### src/rtl/trivium_prng_pkg.sv
`default_nettype none
// ============================================================================
// Module   : trivium_prng_pkg
// Purpose  : Shared constants, tap positions, FSM encoding and the reseed
//            load helper for the unrolled Trivium PRNG.
// Revision : 1.0 - initial release
// ============================================================================
package trivium_prng_pkg;

  // Register geometry. Bit k-1 of the state vector holds Trivium cell s_k.
  localparam int STATE_W  = 288;
  localparam int REG1_LEN = 93;
  localparam int REG2_LEN = 84;
  localparam int REG3_LEN = 111;
  localparam int REG1_LO  = 0;
  localparam int REG2_LO  = REG1_LO + REG1_LEN;  // s94
  localparam int REG3_LO  = REG2_LO + REG2_LEN;  // s178

  localparam int KEY_W = 80;
  localparam int IV_W  = 80;

  // Linear output taps (zero-based: s66 -> 65, etc.).
  localparam int TAP_T1_A = 65;   // s66
  localparam int TAP_T1_B = 92;   // s93
  localparam int TAP_T2_A = 161;  // s162
  localparam int TAP_T2_B = 176;  // s177
  localparam int TAP_T3_A = 242;  // s243
  localparam int TAP_T3_B = 287;  // s288

  // Nonlinear feedback taps.
  localparam int TAP_A1_X = 90;   // s91
  localparam int TAP_A1_Y = 91;   // s92
  localparam int TAP_F1   = 170;  // s171
  localparam int TAP_A2_X = 174;  // s175
  localparam int TAP_A2_Y = 175;  // s176
  localparam int TAP_F2   = 263;  // s264
  localparam int TAP_A3_X = 285;  // s286
  localparam int TAP_A3_Y = 286;  // s287
  localparam int TAP_F3   = 68;   // s69

  localparam int WARMUP_STEPS = 1152;

  typedef enum logic [1:0] {
    IDLE   = 2'd0,
    WARMUP = 2'd1,
    RUN    = 2'd2
  } prng_state_e;

  // Initial state image for a reseed: key in s1..s80, IV in s94..s173,
  // s286..s288 set, everything else cleared.
  function automatic logic [STATE_W-1:0] load_state(input logic [KEY_W-1:0] key,
                                                    input logic [IV_W-1:0]  iv);
    logic [STATE_W-1:0] st;
    st                              = '0;
    st[REG1_LO +: KEY_W]            = key;
    st[REG2_LO +: IV_W]             = iv;
    st[STATE_W-1 -: 3]              = 3'b111;
    return st;
  endfunction

endpackage
`default_nettype wire

### src/rtl/trivium_prng_if.sv
`default_nettype none
// ============================================================================
// Module   : trivium_prng_if
// Purpose  : Seed / reseed request and keystream valid/ready handshake
//            between the masked AES wrapper and the Trivium PRNG.
// Revision : 1.0 - initial release
// ============================================================================
interface trivium_prng_if #(
  parameter int UNROLL = 64
);
  logic [79:0]       prng_seed;
  logic              prng_start_reseed;
  logic              prng_out_ready;
  logic              prng_out_valid;
  logic [UNROLL-1:0] prng_out_rnd;
  logic              prng_busy;

  modport master (
    output prng_seed, prng_start_reseed, prng_out_ready,
    input  prng_out_valid, prng_out_rnd, prng_busy
  );

  modport slave (
    input  prng_seed, prng_start_reseed, prng_out_ready,
    output prng_out_valid, prng_out_rnd, prng_busy
  );
endinterface
`default_nettype wire

### src/rtl/trivium_step.sv
`default_nettype none
// ============================================================================
// Module   : trivium_step
// Purpose  : One combinational Trivium step: produces keystream bit z from
//            the incoming state and the shifted, fed-back next state.
// Revision : 1.0 - initial release
// ============================================================================
module trivium_step
  import trivium_prng_pkg::*;
(
  input  wire logic [STATE_W-1:0] i_state,
  output logic      [STATE_W-1:0] o_state,
  output logic                    o_z
);

  logic w_t1;
  logic w_t2;
  logic w_t3;
  logic w_t1_fb;
  logic w_t2_fb;
  logic w_t3_fb;

  // Linear taps form the output bit before the nonlinear terms are folded in.
  assign w_t1 = i_state[TAP_T1_A] ^ i_state[TAP_T1_B];
  assign w_t2 = i_state[TAP_T2_A] ^ i_state[TAP_T2_B];
  assign w_t3 = i_state[TAP_T3_A] ^ i_state[TAP_T3_B];
  assign o_z  = w_t1 ^ w_t2 ^ w_t3;

  assign w_t1_fb = w_t1 ^ (i_state[TAP_A1_X] & i_state[TAP_A1_Y]) ^ i_state[TAP_F1];
  assign w_t2_fb = w_t2 ^ (i_state[TAP_A2_X] & i_state[TAP_A2_Y]) ^ i_state[TAP_F2];
  assign w_t3_fb = w_t3 ^ (i_state[TAP_A3_X] & i_state[TAP_A3_Y]) ^ i_state[TAP_F3];

  // Each register shifts up by one; its head takes the feedback of the
  // register that precedes it in the ring (t3 -> reg1, t1 -> reg2, t2 -> reg3).
  assign o_state = {i_state[STATE_W-2 : REG3_LO], w_t2_fb,
                    i_state[REG3_LO-2 : REG2_LO], w_t1_fb,
                    i_state[REG2_LO-2 : REG1_LO], w_t3_fb};

endmodule
`default_nettype wire

### src/rtl/trivium_prng.sv
`default_nettype none
// ============================================================================
// Module   : trivium_prng
// Purpose  : Unrolled Trivium keystream generator. Loads a key on reseed,
//            runs the 1152-step warm-up, then delivers UNROLL keystream bits
//            per accepted valid/ready handshake.
// Revision : 1.0 - initial release
// ============================================================================
module trivium_prng
  import trivium_prng_pkg::*;
#(
  parameter int          UNROLL = 64,
  parameter logic [79:0] IV     = 80'h0
) (
  input  wire logic      clk,
  input  wire logic      nrst,
  trivium_prng_if.slave  bus
);

  localparam int WARMUP_CYCLES = WARMUP_STEPS / UNROLL;
  localparam int CNT_W         = $clog2(WARMUP_CYCLES + 1);
  localparam logic [CNT_W-1:0] c_cnt_last = CNT_W'(WARMUP_CYCLES - 1);

  prng_state_e        r_fsm;
  logic [STATE_W-1:0] r_state;
  logic [CNT_W-1:0]   r_cnt;
  logic               r_valid;
  logic               r_busy;

  logic [STATE_W-1:0] w_chain [0:UNROLL];
  logic [UNROLL-1:0]  w_z;

  assign w_chain[0] = r_state;

  // Chain UNROLL single steps; stage i supplies keystream bit i.
  for (genvar gi = 0; gi < UNROLL; gi++) begin : g_step
    trivium_step u_step (
      .i_state (w_chain[gi]),
      .o_state (w_chain[gi+1]),
      .o_z     (w_z[gi])
    );
  end

  assign bus.prng_out_rnd   = w_z;
  assign bus.prng_out_valid = r_valid;
  assign bus.prng_busy      = r_busy;

  // Control FSM: reseed overrides everything, warm-up advances every cycle,
  // run advances only when the current word is accepted.
  always_ff @(posedge clk or negedge nrst) begin
    if (!nrst) begin
      r_fsm   <= IDLE;
      r_state <= '0;
      r_cnt   <= '0;
      r_valid <= 1'b0;
      r_busy  <= 1'b0;
    end else if (bus.prng_start_reseed) begin
      r_fsm   <= WARMUP;
      r_state <= load_state(bus.prng_seed, IV);
      r_cnt   <= '0;
      r_valid <= 1'b0;
      r_busy  <= 1'b1;
    end else begin
      unique case (r_fsm)
        IDLE: begin
          r_valid <= 1'b0;
          r_busy  <= 1'b0;
        end
        WARMUP: begin
          r_state <= w_chain[UNROLL];
          if (r_cnt == c_cnt_last) begin
            r_fsm   <= RUN;
            r_valid <= 1'b1;
            r_busy  <= 1'b0;
          end else begin
            r_cnt <= r_cnt + 1'b1;
          end
        end
        RUN: begin
          if (r_valid && bus.prng_out_ready) begin
            r_state <= w_chain[UNROLL];
          end
        end
        default: begin
          r_fsm   <= IDLE;
          r_valid <= 1'b0;
          r_busy  <= 1'b0;
        end
      endcase
    end
  end

endmodule
`default_nettype wire

### src/flat_wrapper.sv
// flat-port wrapper written by rule: the top's interface ports become plain ports
module trivium_prng_flat import trivium_prng_pkg::*;
#(
  parameter int          UNROLL = 64,
  parameter logic [79:0] IV     = 80'h0
)
  (clk, nrst, bus_prng_seed, bus_prng_start_reseed, bus_prng_out_ready, bus_prng_out_valid, bus_prng_out_rnd, bus_prng_busy);
  trivium_prng_if #(.UNROLL(UNROLL)) bus_i ();
  input  wire logic clk;
  input  wire logic nrst;
  input wire logic [$bits(bus_i.prng_seed)-1:0] bus_prng_seed;
  input wire logic [$bits(bus_i.prng_start_reseed)-1:0] bus_prng_start_reseed;
  input wire logic [$bits(bus_i.prng_out_ready)-1:0] bus_prng_out_ready;
  output wire logic [$bits(bus_i.prng_out_valid)-1:0] bus_prng_out_valid;
  output wire logic [$bits(bus_i.prng_out_rnd)-1:0] bus_prng_out_rnd;
  output wire logic [$bits(bus_i.prng_busy)-1:0] bus_prng_busy;
  assign bus_i.prng_seed = bus_prng_seed;
  assign bus_i.prng_start_reseed = bus_prng_start_reseed;
  assign bus_i.prng_out_ready = bus_prng_out_ready;
  assign bus_prng_out_valid = bus_i.prng_out_valid;
  assign bus_prng_out_rnd = bus_i.prng_out_rnd;
  assign bus_prng_busy = bus_i.prng_busy;
  trivium_prng #(.UNROLL(UNROLL), .IV(IV)) u_core (.clk(clk), .nrst(nrst), .bus(bus_i));
endmodule
### config.mk
export PLATFORM = sky130hd
export DESIGN_NAME = trivium_prng_flat
export DESIGN_NICKNAME = d
export VERILOG_FILES = /design/src/rtl/trivium_prng_pkg.sv /design/src/rtl/trivium_prng_if.sv /design/src/rtl/trivium_step.sv /design/src/rtl/trivium_prng.sv /design/src/flat_wrapper.sv
export SDC_FILE = /design/constraint.sdc
export NUM_CORES = 1
export LEC_CHECK = 0
export ABC_AREA = 0
export CAP_MARGIN = 0
export CORE_ASPECT_RATIO = 1.4
export CORE_MARGIN = 4
export CORE_UTILIZATION = 30
export DETAILED_ROUTE_END_ITERATION = 10
export GPL_TIMING_DRIVEN = 0
export PLACE_DENSITY = 0.58
export SLEW_MARGIN = 20
export SYNTH_ARGS = -nofsm -noshare
export SYNTH_HDL_FRONTEND = slang
export SYNTH_SLANG_ARGS = --single-unit
### constraint.sdc
create_clock -name clk -period 2.2 [get_ports clk]
set_clock_uncertainty 0.1 [all_clocks]
set_input_delay 0.66 -clock clk [delete_from_list [all_inputs] [get_ports clk]]
set_output_delay 0.66 -clock clk [all_outputs]
set_load 0.02 [all_outputs]
[Yosys cells after proc, flatten, opt, wreduce, memory -nomap -nowiden]
Index checks and enable logic that the tools add are counted.
Storage, ports and cells
  register bits: 297
  input bits: 84
  output and inout port bits: 66
  word-level logic and storage cells: 934
Operators by class
  add/sub/neg operators: 1
  equal/unequal tests: 8
  mux-type cells: 15
  bitwise gates (word level): 896
  reductions and logical operators: 9
Operators by type and width (number)
  $xor 1x1->1: 704
  $mux 288: 2
  $pmux 288 s2: 1
  $and 1x1->1: 192
  $mux 5: 3
  $reduce_and 2->1: 4
  $ne 3x2->1 const B: 2
  $add 5x1->5 const B: 1
  $eq 5x5->1 const B: 1
  $mux 1: 4
  $mux 2: 2
  $ne 2x2->1 const B: 2
  $pmux 1 s2: 2
  $pmux 2 s2: 1
  $reduce_bool 3->1: 1
  $eq 2x1->1 const B: 1
  $eq 2x2->1 const B: 1
  $logic_not 2->1: 1
  $ne 2x1->1 const B: 1
  $reduce_bool 2->1: 1
  $reduce_or 2->1: 1
  $logic_and 1x1->1: 1

[Longest topological paths before layout]
Gate-level depths: netlist of run 1.
  depth in word-level cells: 6
  gate-level depth with buffers: 6
  depth with buffers taken out: 5

[Modules after synthesis]
A second synthesis of run 1 with hierarchy kept.
Second synthesis, totals
  cells, all modules: 20047
  area, all modules: 161202.1 sq um
Modules (own cells, without submodules)
  trivium_step: instances 64, cells an instance 298, area an instance 2308.5 sq um
  trivium_prng: instances 1, cells an instance 975, area an instance 13460.4 sq um

[Worst setup path before layout of run 1]
No wires, ideal clock.
  path type: register to output
  start point: register u_core.r_state[62]
  end point: output port bus_prng_out_rnd[30]
  data arrival time: 1.209 ns
  setup slack: 0.231 ns
  cell stages (with the launch flop): 6
  cell sequence: dfrtp_1 -> clkbuf_1 -> xnor2_1 -> xnor2_1 -> xnor2_1 -> buf_4
On the way
  cells in the longest elaborated chain, start to end: 3
RTL lines
  from (decl): line trivium_prng.sv:25  | logic [STATE_W-1:0] r_state;
  from (signal assigned): line trivium_prng.sv:59  | r_state <= load_state(bus.prng_seed, IV);
  from (signal assigned): line trivium_prng.sv:70  | r_state <= w_chain[UNROLL];
  from (signal assigned): line trivium_prng.sv:81  | r_state <= w_chain[UNROLL];
  $xor 1x1->1: line trivium_step.sv:24  | assign w_t1 = i_state[TAP_T1_A] ^ i_state[TAP_T1_B];
  $xor 1x1->1 (2 in a row): line trivium_step.sv:27  | assign o_z = w_t1 ^ w_t2 ^ w_t3;
  to (decl): line flat_wrapper.sv:15  | output wire logic [$bits(bus_i.prng_out_rnd)-1:0] bus_prng_out_rnd;
No other way between the ends.

[Worst setup path after layout of run 1]
  start point: register u_core.r_state[212]
  end point: output port bus_prng_out_rnd[30]
On the way
  cells in the longest elaborated chain, start to end: 2
RTL lines
  $xor 1x1->1: line trivium_step.sv:26  | assign w_t3 = i_state[TAP_T3_A] ^ i_state[TAP_T3_B];
  $xor 1x1->1: line trivium_step.sv:27
No other way between the ends.

==> results.sh, run 1 <==
export IMPL_drc=0
export IMPL_nets=2414
export IMPL_yosys_area_share_simple=0.119
export IMPL_clk_latency_ns=0.56
export IMPL_tightestPinTransition_ns=0.699
export IMPL_wl_per_cell_um=35.0
export IMPL_violations="negative setup slack"
export IMPL_hold_class="flop to flop"
export IMPL_antenna_left=0
export IMPL_grt_pass1_wl_mm=156
export IMPL_fmax_mhz=364
export IMPL_vdd_drop_max_mv=1.35
export IMPL_dp_hpwl_mm=84.2
export IMPL_wl_mm=116
export IMPL_relSlewSlack=0.534
export IMPL_timing_final_hold_violations=0
export IMPL_preCtsSetupSlack_ns=-1.37
export IMPL_cts_tree="yes"
export IMPL_synth_area_mm2=0.0220
export IMPL_diodes=0
export IMPL_die_y_um=328
export IMPL_tns_ns=-25.49
export IMPL_gp_congestion=1.03
export IMPL_worst_ep_required_time_ns=1.44
export IMPL_grt_max_degree=92
export IMPL_grt_pass1_vias=18900
export IMPL_synth_nets=2036
export IMPL_synthMuxAreaShare=0.0412
export IMPL_nFillCells=6626
export IMPL_totalPowerFinal_uw=69100
export IMPL_yosysTopAreaCell="dfrtp_1"
export IMPL_antenna_found_initial=1
export IMPL_grt_overflow_total=0
export IMPL_initial_core_util=0.303
export IMPL_criticalPathCategory="flop to output port"
export IMPL_synth_seq_cells=297
export IMPL_cts_sinks=297
export IMPL_critPathMaxFanout=3
export IMPL_syn_inst=1950
export IMPL_synth_xor_area_share=0.331
export IMPL_cpMostUsedCell="xnor2_2"
export IMPL_cts_root_buffer="clkbuf_16"
export IMPL_rsz0062_at_grt="yes"
export IMPL_post_route_min_period_ns=2.75
export IMPL_status="finished, violations left"
export IMPL_maxCapViolCount=0
export IMPL_numPortBuffers=149
export IMPL_holdWs_ns=0.391
export IMPL_synthToLayoutAreaGrowth_pct=47.9
export IMPL_power_density_mw_per_mm2=2130
export IMPL_synth_top_family_by_area="XOR/XNOR gates"
export IMPL_slowest_stage="dfrtp_2"
export IMPL_drt_iter0_markers=1806
export IMPL_cp_cell_sequence="xnor2_4 > xnor2_2 > xnor2_2 > buf_4"
export IMPL_synth_top_area_frac=0.338
export IMPL_p_leak_uw=0.0146
export IMPL_end_kind="output port"
export IMPL_netlist_top_cells_count="dfrtp_1 (297), xnor2_1 (256), nand2_1 (212), nand4_1 (156), o31ai_1 (113)"
export IMPL_path_buf_inv=1
export IMPL_clk_pin_slew_worst_paths_ns=0.07
export IMPL_synth_compound_area_share=0.0936
export IMPL_synth_main_ff_cell="dfrtp_1"
export IMPL_grt_util_all_layers=0.290
export IMPL_drt_first_pass_iters=6
export IMPL_dp_cells=3054
export IMPL_synth_seq_area_share=0.338
export IMPL_cp_start_kind="flop"
export IMPL_die_x_um=237
export IMPL_synthMostInstantiatedCell="dfrtp_1"
export IMPL_synth_area_leaders="dfrtp_1 (34%), xor3_1 (11%), xnor2_1 (10%), xnor3_1 (8.8%), nand4_1 (4.4%)"
export IMPL_synth_edff_count=0
export IMPL_dieArea_mm2=0.0777
export IMPL_setup_viol=76
export IMPL_period_share=1.25
export IMPL_cts_buffers=36
export IMPL_syn_avg_cell_area_um2=11.3
export IMPL_fin_cells=3306
export IMPL_ys_types=37
export IMPL_htreeDepth=2
export IMPL_slew_violations=0
export IMPL_viasPerCell=5.56
export IMPL_fin_ws_ns=-0.550
export IMPL_synth_fa_ha_area_frac=0.00114
export IMPL_async_flop_share=1.00
export IMPL_fp_coreArea_mm2=0.0726
export IMPL_critical_path_top_delay_family="XOR/XNOR gates"
export IMPL_layout_drive_gt1_share=0.477
export IMPL_slowest_delay_ns=0.49
export IMPL_cp_arrival_ns=1.99
export IMPL_rows=117
export IMPL_io_pins=150
export IMPL_clk_path_buf_depth=3
export IMPL_vias=18400
export IMPL_ys_warn_count=0
report_power, final:
group,internal [uW],switching [uW],total (uW),leakage [uW]
sequential,7520,3920,11400,0.00360
clock,4110,2730,6840,0.000634
combinational,28100,22700,50800,0.0104
total,39700,29400,69100,0.0146
sequential cells by signal, indices dropped and copies added, names as in the netlist:
name	count
u_core.bus.prng_busy	1
u_core.bus.prng_out_valid	1
u_core.r_cnt	5
u_core.r_fsm	2
u_core.r_state	288
logic make-up (layout without fill, tap and decap cells):
group,after synthesis,after routing
xor+xnor,512,512
simple gates,500,500
buf+inv,318,722
flops,297,297
compound gates,237,237
mux,84,84
fa+ha+maj,2,2
layout make-up:
type	count	area [um^2]	share of cell area
Tap cell	952	1190	0.0366
Multi-Input combinational cell	1335	16800	0.518
Clock inverter	14	250	0.00770
Sequential cell	297	7590	0.234
Clock buffer	50	1070	0.0328
Inverter	29	109	0.00335
Buffer	219	1820	0.0559
Timing Repair Buffer	410	3640	0.112
final timing paths:
kind	start	endpoint	slack, ns	cells past startpoint
max	u_core.r_state[212]	bus_prng_out_rnd[30]	-0.55	4
min	u_core.bus.prng_busy	u_core.bus.prng_busy	0.39	1
max reg2reg	u_core.r_fsm[1]	u_core.r_state[204]	0.05	6
min reg2reg	u_core.bus.prng_busy	u_core.bus.prng_busy	0.39	1
max in group asynchronous	nrst	u_core.r_state[75]	0.61	3
min in group asynchronous	nrst	u_core.r_state[52]	0.51	2
layout by cell type, fill, tap and decap left out, drive strengths merged, types with 4 or more instances in the layout:
cell	netlist	layout
nand2	212	212
o221a	64	64
xnor3	86	86
nor2	4	4
dfrtp	297	297
clkbuf	95	121
nand4	156	156
o31ai	137	137
o21ai	26	26
buf	194	473
nand2b	65	65
a21oi	7	7
clkdlybuf4s50	0	82
xnor2	256	256
bufinv	0	6
mux2	51	51
xor2	64	64
inv	29	31
xor3	106	106
or3	4	4
nor2b	53	53
mux2i	33	33
per-stage QoR:
step                area (um^2)   util
finish                    32500  0.448
CTS                       31500  0.434
global route              32500  0.448
floorplan                 22000      -
global placement          24700  0.340
detailed placement        24700  0.341
metal layers:
metal / wire length, um / part of all wire / vias to the layer above / global-route usage
li1: - / - / 7479 / -
met1: 39100 / 0.34 / 9375 / 0.321
met2: 52500 / 0.45 / 1116 / 0.463
met3: 8580 / 0.074 / 422 / 0.0503
met4: 15500 / 0.13 / 0 / 0.285
met5: 0 / 0 / - / 0
worst register-to-register path: stages, from the launching register on:
cell and delay (ns):
dfrtp_1 0.45, nand2b_2 0.25, buf_6 0.21, buf_6 0.19
clkbuf_1 0.54, nand4_1 0.18, o31ai_1 0.12
repair_timing:
action,CTS,global route
resized for setup,1047,126
hold buffers,1,0
pin swaps,230,121
endpoints found under the setup margin,308,119
buffers inserted,216,42
hold endpoints to repair,38,0
(Power assumes the default switching activity.)
==> inputs of run 2 (changes only) <==
--- a/config.mk
+++ b/config.mk
@@ -13,6 +13,7 @@
 export DETAILED_ROUTE_END_ITERATION = 10
 export GPL_TIMING_DRIVEN = 0
 export PLACE_DENSITY = 0.58
+export RECOVER_POWER = 100
 export SLEW_MARGIN = 20
 export SYNTH_ARGS = -nofsm -noshare
 export SYNTH_HDL_FRONTEND = slang
==> run 2 against run 1 <==
Net effect:
- the run still ends with negative setup slack left
- cell count is essentially flat
- power is essentially flat
- maximum frequency grew 0.22%
- cell area is essentially flat
- critical path depth is the same
- critical path type unchanged
==> results.sh, run 2 (synthesis gave the netlist of run 1 again) <==
export IMPL_status="finished, violations left"
export IMPL_violations="negative setup slack"
export IMPL_relSlewSlack=0.182
export IMPL_viasPerCell=5.56
export IMPL_post_route_min_period_ns=2.74
export IMPL_clk_latency_ns=0.56
export IMPL_die_x_um=237
export IMPL_final_cell_mix="buf_4 (320), nand2_1 (212), dfrtp_1 (183)"
export IMPL_cp_arrival_ns=1.98
export IMPL_fp_coreArea_mm2=0.0726
export IMPL_reg_largest_list="u_core.r_state (288), u_core.r_cnt (5), u_core.r_fsm (2)"
export IMPL_gp_congestion=1.03
export IMPL_dieArea_mm2=0.0777
export IMPL_regArea_mm2=0.00759
export IMPL_grt_util_all_layers=0.290
export IMPL_holdWs_ns=0.390
export IMPL_nFillCells=6627
export IMPL_end_kind="output port"
export IMPL_cts_tree="yes"
export IMPL_drt_iter0_markers=1813
export IMPL_clk_pin_slew_worst_paths_ns=0.07
export IMPL_slowest_stage="dfrtp_2"
export IMPL_cts_sinks=297
export IMPL_wl_mm=116
export IMPL_tns_ns=-58.67
export IMPL_grt_max_degree=92
export IMPL_totalPowerFinal_uw=69100
export IMPL_period_share=1.25
export IMPL_drt_first_pass_iters=5
export IMPL_power_density_mw_per_mm2=2130
export IMPL_vdd_drop_max_mv=1.35
export IMPL_cts_root_buffer="clkbuf_16"
export IMPL_die_y_um=328
export IMPL_grt_pass1_wl_mm=156
export IMPL_fmax_mhz=364
export IMPL_slew_violations=0
export IMPL_initial_core_util=0.303
export IMPL_grt_pass1_vias=18900
export IMPL_multi_input_area_mm2=0.0168
export IMPL_p_leak_uw=0.0146
export IMPL_tightestPinTransition_ns=1.23
export IMPL_path_buf_inv=1
export IMPL_worst_ep_required_time_ns=1.44
export IMPL_cts_buffers=36
export IMPL_wl_met3_mm=8.41
export IMPL_synthToLayoutAreaGrowth_pct=47.8
export IMPL_cpMostUsedCell="xnor2_2"
export IMPL_rows=117
export IMPL_critical_path_top_delay_family="XOR/XNOR gates"
export IMPL_cp_cell_sequence="xnor2_4 > xnor2_2 > xnor2_2 > buf_4"
export IMPL_timing_final_hold_violations=0
export IMPL_preCtsSetupSlack_ns=-1.37
export IMPL_slowest_delay_ns=0.49
export IMPL_fin_ws_ns=-0.544
export IMPL_top_layer="met4"
export IMPL_clk_path_buf_depth=3
export IMPL_cp_start_kind="flop"
export IMPL_dr_wl_met2_mm=52.0
export IMPL_nets=2414
export IMPL_layout_commonest_cell="buf_4"
export IMPL_drc=0
export IMPL_layout_drive_gt1_share=0.477
export IMPL_largest_reg_flops=288
export IMPL_maxCapViolCount=0
export IMPL_antenna_left=0
export IMPL_hold_class="flop to flop"
export IMPL_grt_overflow_total=0
export IMPL_wl_met1_mm=39.3
export IMPL_wl_per_cell_um=35.0
export IMPL_critPathMaxFanout=3
export IMPL_vias=18400
export IMPL_dp_hpwl_mm=84.2
export IMPL_rsz0062_at_grt="yes"
export IMPL_antenna_found_initial=1
export IMPL_regMostFlops="u_core.r_state"
export IMPL_numPortBuffers=149
export IMPL_io_pins=150
export IMPL_criticalPathCategory="flop to output port"
export IMPL_htreeDepth=2
export IMPL_setup_viol=318
run 2: cell types whose count changed in the layout (fill, tap and decap cells not counted), sizes merged:
cell,previous run,this run
dlygate4sd3,1,2
buf,473,467
clkdlybuf4s50,82,81
diode,0,1
clkbuf,121,127
run 2: metrics by stage:
step,instance area [um^2],utilization,cells
final,32500,0.448,3307
after global routing,32500,0.447,3306
after CTS,31500,0.434,3270
after floorplan,22000,-,1950
after global placement,24700,0.340,3051
after detailed placement,24700,0.341,3054
run 2: area by class of cell:
class / count / share of cell area
multi-input cells: 1335 / 0.518
clock inverters: 14 / 0.00770
diodes: 1 / 0.0000770
repair buffers: 410 / 0.112
inverters: 29 / 0.00335
flip-flops and latches: 297 / 0.234
clock buffers: 50 / 0.0328
well taps: 952 / 0.0367
plain buffers: 219 / 0.0557
run 2: power by group:
part           internal, uW  leakage [uW]  total (uW)  switching, uW
clock network          4120      0.000634        6850           2730
logic                 28100        0.0104       50800          22700
registers              7520       0.00360       11400           3930
total                 39700        0.0146       69100          29400
run 2: final timing paths:
path                                      start              endpoint  slack [ns]  cells after the start
max in group asynchronous                  nrst    u_core.r_state[36]        0.04                      3
min in group asynchronous                  nrst    u_core.r_state[58]        0.82                      2
min                        u_core.bus.prng_busy  u_core.bus.prng_busy        0.39                      1
max                         u_core.r_state[212]  bus_prng_out_rnd[30]       -0.54                      4
max reg2reg                     u_core.r_fsm[1]    u_core.r_state[50]       -0.02                      5
min reg2reg                u_core.bus.prng_busy  u_core.bus.prng_busy        0.39                      1
run 2: per-layer routing:
layer | GRT usage | vias to the layer above
met2 | 0.463 | 1094
met3 | 0.0503 | 437
met1 | 0.321 | 9383
met4 | 0.285 | 0
met5 | 0 | -
li1 | - | 7483
run 2: timing repair:
item | 4_1_cts | 5_1_grt
hold endpoints to repair | 38 | 0
hold buffers | 1 | 0
resized for setup | 1047 | 126
setup endpoints to repair | 308 | 119
buffers inserted | 216 | 42
pin swaps | 230 | 121
==> variant 1, RTL diff (settings of run 1) <==
Make the reset (`nrst`) synchronous in one clocked block.
--- a/src/rtl/trivium_prng.sv
+++ b/src/rtl/trivium_prng.sv
@@ -48,5 +48,5 @@
   // Control FSM: reseed overrides everything, warm-up advances every cycle,
   // run advances only when the current word is accepted.
-  always_ff @(posedge clk or negedge nrst) begin
+  always_ff @(posedge clk) begin
     if (!nrst) begin
       r_fsm   <= IDLE;
Behaviour: not the same (a bounded check fails within 4 cycles, from zero or initial values and one cycle with nrst low; the reset may be asserted at any time).
==> variant 1 against run 1 <==
The flow still finishes with violations (setup timing). Maximum frequency is 0.25% higher. Setup slack better by 0.0069 ns. Final area is 13% lower. Wire length is 12% lower. Sequential cell count stayed put. Critical path depth is 1 higher. Count of clock-buffer cells in the layout is 4 lower. Sequential share of layout area is 0.84 points lower. Non-clock buffer count is 50 lower. First-iteration DRC count is 27% higher. Area after synthesis is 16% lower. Via count is 1.8% higher. Critical path type unchanged. Highest routed layer unchanged.
Power is left out: it rests on default switching activity, and per cell area and clock period it moved more than threefold.
==> variant 1: results (changes against run 1) <==
- Status: finished with violations
- Failing checks: setup timing
- Adder-Cell Fraction of Synth Area: 0.136% (+0.022 points)
- Logic inverters: 4 (-86%)
- CTS Buf Count: 31 (-14%)
- First-pass GRT wire length: 138 mm (-12%)
- Hold path endpoint: u_core.r_state[241]$_SDFFE_PP0P_
- Layout cell share with drive strength beyond 1: 38.2% (-9.5 points)
- Antenna violations before repair: 0 (-1)
- Clk cell area share: 3.73% (-0.32 points)
- Synth Area in Compound Gates: 13.4% (+4.1 points)
- Wire length per cell: 29.5 um (-16%)
- Clk_lat worst skew: 0.61 ns (+0.05 ns)
- Final setup vio count: 73 (-3.9%)
- Syn_nets: 2,358 (+16%)
- Multi-input logic portion of the cell area: 53.0% (+1.2 points)
- Setup ws final: -0.543 ns (+0.00688 ns)
- CP max-delay cell: xor2_4
- Vias per cell: 5.45 (-2.1%)
- Clock buffers: 46 (-8.0%)
- Reg-to-Reg Start: u_core.r_fsm[0]$_SDFFE_PN0P_
- Xor/xnor cell area share of the yosys netlist: 33.7% (+0.63 points)
- Met1 Usage GRT: 32.6% (+0.51 points)
- Vias in the first global route: 18,600 (-1.6%)
- Hold Crit Depth: 2 (+1)
- Nonclk buf count: 579 (-7.9%)
- H-tree levels: 1 (-1)
- Unique cell type count in the Yosys netlist: 31 (-16%)
- Final non-clock buffer share: 17.1% (+0.29 points)
- Sequential share of cell area: 22.5% (-0.84 points)
- Met2 Track Usage GR: 47.4% (+1.1 points)
- Worst hold start: u_core.r_state[177]$_SDFFE_PP0P_
- Relative slew slack: 25.8% (-28 points)
- Dpl cells: 3,238 (+6.0%)
- Critical Path Start: u_core.r_state[39]$_SDFFE_PN0P_
- Dominant synthesized flop cell: dfxtp_1
- Num sequential: 297 (unchanged)
- Gr usage total: 29.7% (+0.74 points)
- Delay of the slowest critical-path stage: 0.36 ns (-0.13 ns)
- Synth async-reset ratio: 0% (-100 points)
- RD Place Congestion: 1.02 (-0.12%)
- Wirelength, routed: 101 mm (-12%)
- Top post-synthesis cells by area: dfxtp_1, xnor2_1, xor2_1
- Pre-antenna DRT Iters: 6 (unchanged)
- Largest regs: u_core.r_state: 288 flops, u_core.r_cnt: 5 flops, u_core.r_fsm: 2 flops
- CP Max Fanout: 6 (+3)
- Avg Inst Size Synth: 8.10 um^2 (-28%)
- Most common library cells after synthesis: xnor2_1, nand2_1, dfxtp_1, a21oi_1, xor2_1
- Sequential cell area fraction in the yosys report: 32.3% (-1.5 points)
- Filler Cell Count: 5,562 (-16%)
- Largest net degree at the start of global routing: 15 (-84%)
- R2R Setup Slk: 0 ns (-0.05 ns)
- CP endpoint: bus_prng_out_rnd[53]
- Final HPWL DP: 72.1 mm (-14%)
- Mux share of post-synthesis cell area: 0% (-4.1 points)
- Met3 global-route usage: 6.52% (+1.5 points)
- Worst R2R End: u_core.r_state[185]$_SDFFE_PP0P_
[variant 1: cell families (layout without fill, tap and decap cells)]
| group | Yosys count | after routing |
|---|---|---|
| adder cells (fa/ha/maj) | 2 | 2 |
| AO/OA/AOI/OAI | 439 | 439 |
| flip-flops | 297 | 297 |
| XOR/XNOR | 708 | 708 |
| AND/OR/NAND/NOR | 534 | 534 |
| buffers and inverters | 292 | 640 |
[variant 1: timing repair]
| item | in CTS | in global routing |
|---|---|---|
| setup buffers | 152 | 84 |
| pin swaps | 203 | 170 |
| hold buffers | 0 | 0 |
| resized for setup | 1104 | 230 |
| endpoints found under the setup margin | 198 | 197 |
[variant 1: metal layers]
| layer | part of all wire [%] | wire (um) | up-vias |
|---|---|---|---|
| met1 | 33 | 33100 | 8904 |
| met5 | 0 | 0 | - |
| met4 | 14 | 14000 | 0 |
| met3 | 10 | 10200 | 513 |
| met2 | 43 | 44000 | 1342 |
| li1 | - | - | 7962 |
[variant 1: metrics by stage]
stage / setup TNS (ns) / worst slack, ns / utilization (%) / cell area [um^2] / hold slack [ns]
finish: -24.25 / -0.543 / 46.5 / 28300 / 0.351
global route: -25.52 / -0.535 / 46.5 / 28300 / 0.374
CTS: -25.32 / -0.525 / 44.6 / 27100 / 0.353
detailed placement: -203.39 / -0.933 / 34.4 / 20900 / 0.343
global placement: -204.97 / -0.940 / 34.4 / 20900 / 0.346
floorplan: 0 / 0.329 / - / 18400 / 0.333
[variant 1: critical path: cells and delay by family (launching register included)]
family	cells	cell delay [ns]
DFF	1	0.33
buffers and inverters	3	0.46
xor gates and xnor gates	2	0.58
==> variant 2, RTL diff (settings of run 1) <==
Made on the original files. Change the package constant `STATE_W` from 288 to 1152.
--- a/src/rtl/trivium_prng_pkg.sv
+++ b/src/rtl/trivium_prng_pkg.sv
@@ -9,5 +9,5 @@
 
   // Register geometry. Bit k-1 of the state vector holds Trivium cell s_k.
-  localparam int STATE_W  = 288;
+  localparam int STATE_W  = 1152;
   localparam int REG1_LEN = 93;
   localparam int REG2_LEN = 84;
Function: not settled (the Yosys comparison gave no result); the edit may change what the design does.
==> variant 2 against run 1 <==
The flow still finishes with violations (setup timing). Synthesized cell count shrank 0.15%. Setup slack worse by 0.081 ns. Area after synthesis fell by 0.85%. Maximum frequency down 2.9%. Core utilization down 0.53 points. Total power fell by 3.0%. Wire length rose by 1.1%. Largest cell class unchanged. Final area decreased by 2.4%. Sequential cell count unchanged. Count of clock-buffer cells in the layout fell by 1. Clock power decreased by 7.6%. Critical endpoint is now bus_prng_out_rnd[41]. Via count up 1.6%.
==> variant 2: results (changes against run 1) <==
- Status: finished with violations
- Failing checks: setup timing
- Sequential cell area fraction in the yosys report: 34.1% (+0.29 points)
- Min-Delay Path Class: flip-flop to flip-flop
- Final non-clock buffer share: 16.3% (-0.45 points)
- Antenna Cells: 1 (+1)
- Critical Path Start: u_core.r_state[135]$_DFFE_PN0P_
- Final HPWL DP: 83.8 mm (-0.47%)
- Gr usage total: 29.3% (+0.37 points)
- Worst R2R End: u_core.r_state[203]$_DFFE_PN0P_
- Row count: 116 (-0.85%)
- CTS Buf Count: 35 (-2.8%)
- Largest net degree at the start of global routing: 92 (unchanged)
- Leakage: 14.2 nW (-2.8%)
- First-pass GRT wire length: 157 mm (+0.73%)
- Most common library cells after synthesis: dfrtp_1, xnor2_1, nand2_1, nand4_1, clkbuf_1
- Clk cell area share: 3.73% (-0.32 points)
- Vias per cell: 5.72 (+2.8%)
- Clock transition at the registers of the reported paths: 0.07 ns (about the same)
- Xor/xnor cell area share of the yosys netlist: 33.3% (+0.25 points)
- Wire length per cell: 35.8 um (+2.3%)
- Multi-Input Combinational: 1,332 (-0.22%)
- DR iter-0 viols: 1,991 (+10%)
- CP endpoint: bus_prng_out_rnd[41]
- Clock buffers: 49 (-2.0%)
- Relative slew slack: 40.6% (-13 points)
- Peak VDD IR: 1.44 mV (+7.0%)
- FF/Latch Area: 7670 um^2 (+0.96%)
- Unique cell type count in the Yosys netlist: 34 (-8.1%)
- H-tree levels: 2 (unchanged)
- DP Area: 24,600 um^2 (-0.80%)
- Syn_nets: 2,033 (-0.15%)
- RD Place Congestion: 1.03 (+0.41%)
- R2R Setup Slk: 0.06 ns
- Setup ws final: -0.631 ns (-0.0814 ns)
- Filler Cell Count: 6,533 (-1.4%)
- Multi-input logic portion of the cell area: 51.7% (-0.11 points)
- Nonclk buf count: 604 (-4.0%)
- Final setup vio count: 64 (-16%)
- Post-layout nets: 2,385 (-1.2%)
- Mux share of post-synthesis cell area: 4.31% (+0.19 points)
- Layout cell share with drive strength beyond 1: 45.0% (-2.7 points)
- Synth Area in Compound Gates: 8.82% (-0.54 points)
- Adder-Cell Fraction of Synth Area: 0.115% (+0.00098 points)
- Final Core Density: 44.2% (-0.53 points)
- Top post-synthesis cells by area: dfrtp_1, xor3_1, xnor2_1
variant 2: power by group:
part	switching (mW)	internal [mW]
clock	2.67	3.66
sequential	4.98	7.64
combinational	21.4	26.7
variant 2: worst min-delay path by stage:
stage | end | slack, ns | depth (start not counted)
after floorplan | u_core.bus.prng_busy$_DFFE_PN0P_ | 0.26 | 0
after global placement | u_core.bus.prng_busy$_DFFE_PN0P_ | 0.37 | 1
after detailed placement | u_core.bus.prng_busy$_DFFE_PN0P_ | 0.37 | 1
after CTS | u_core.bus.prng_busy$_DFFE_PN0P_ | 0.38 | 1
after global routing | u_core.bus.prng_busy$_DFFE_PN0P_ | 0.41 | 1
final | u_core.bus.prng_busy$_DFFE_PN0P_ | 0.39 | 1
variant 2: what timing repair did:
item | CTS | global route
gates cloned | 0 | 1
pin swaps | 229 | 115
buffers inserted | 266 | 36
gates resized for setup | 979 | 96
endpoints found under the setup margin | 276 | 188
hold buffers | 1 | 0
hold endpoints to repair | 36 | 0
variant 2: logic make-up after synthesis:
family	after synthesis
buf+inv	318
xor+xnor	512
simple gates	497
fa+ha+maj	2
mux	87
compound gates	234
flops	297
variant 2: routing by layer:
metal | GRT usage, % | wire length [um]
met3 | 6.52 | 9850
met4 | 26.6 | 14400
met5 | 0 | 13
met1 | 32.6 | 40200
met2 | 46.9 | 52500
variant 2: metrics by stage:
step	power [mW]	instances	TNS, ns	worst slack, ns
floorplan	35.0	1947	0	0.228
global placement	49.1	3040	-4275.66	-13.50
detailed placement	49.3	3043	-289.52	-1.36
CTS	64.7	3233	-29.07	-0.604
global route	68.4	3267	-28.68	-0.583
finish	67.0	3268	-27.72	-0.631
variant 2: worst max-delay path, stage by stage, from the launching register on:
cell and delay (ns):
dfrtp_4 0.58, xnor2_4 0.32, xnor2_2 0.15, xnor2_2 0.26, buf_4 0.20
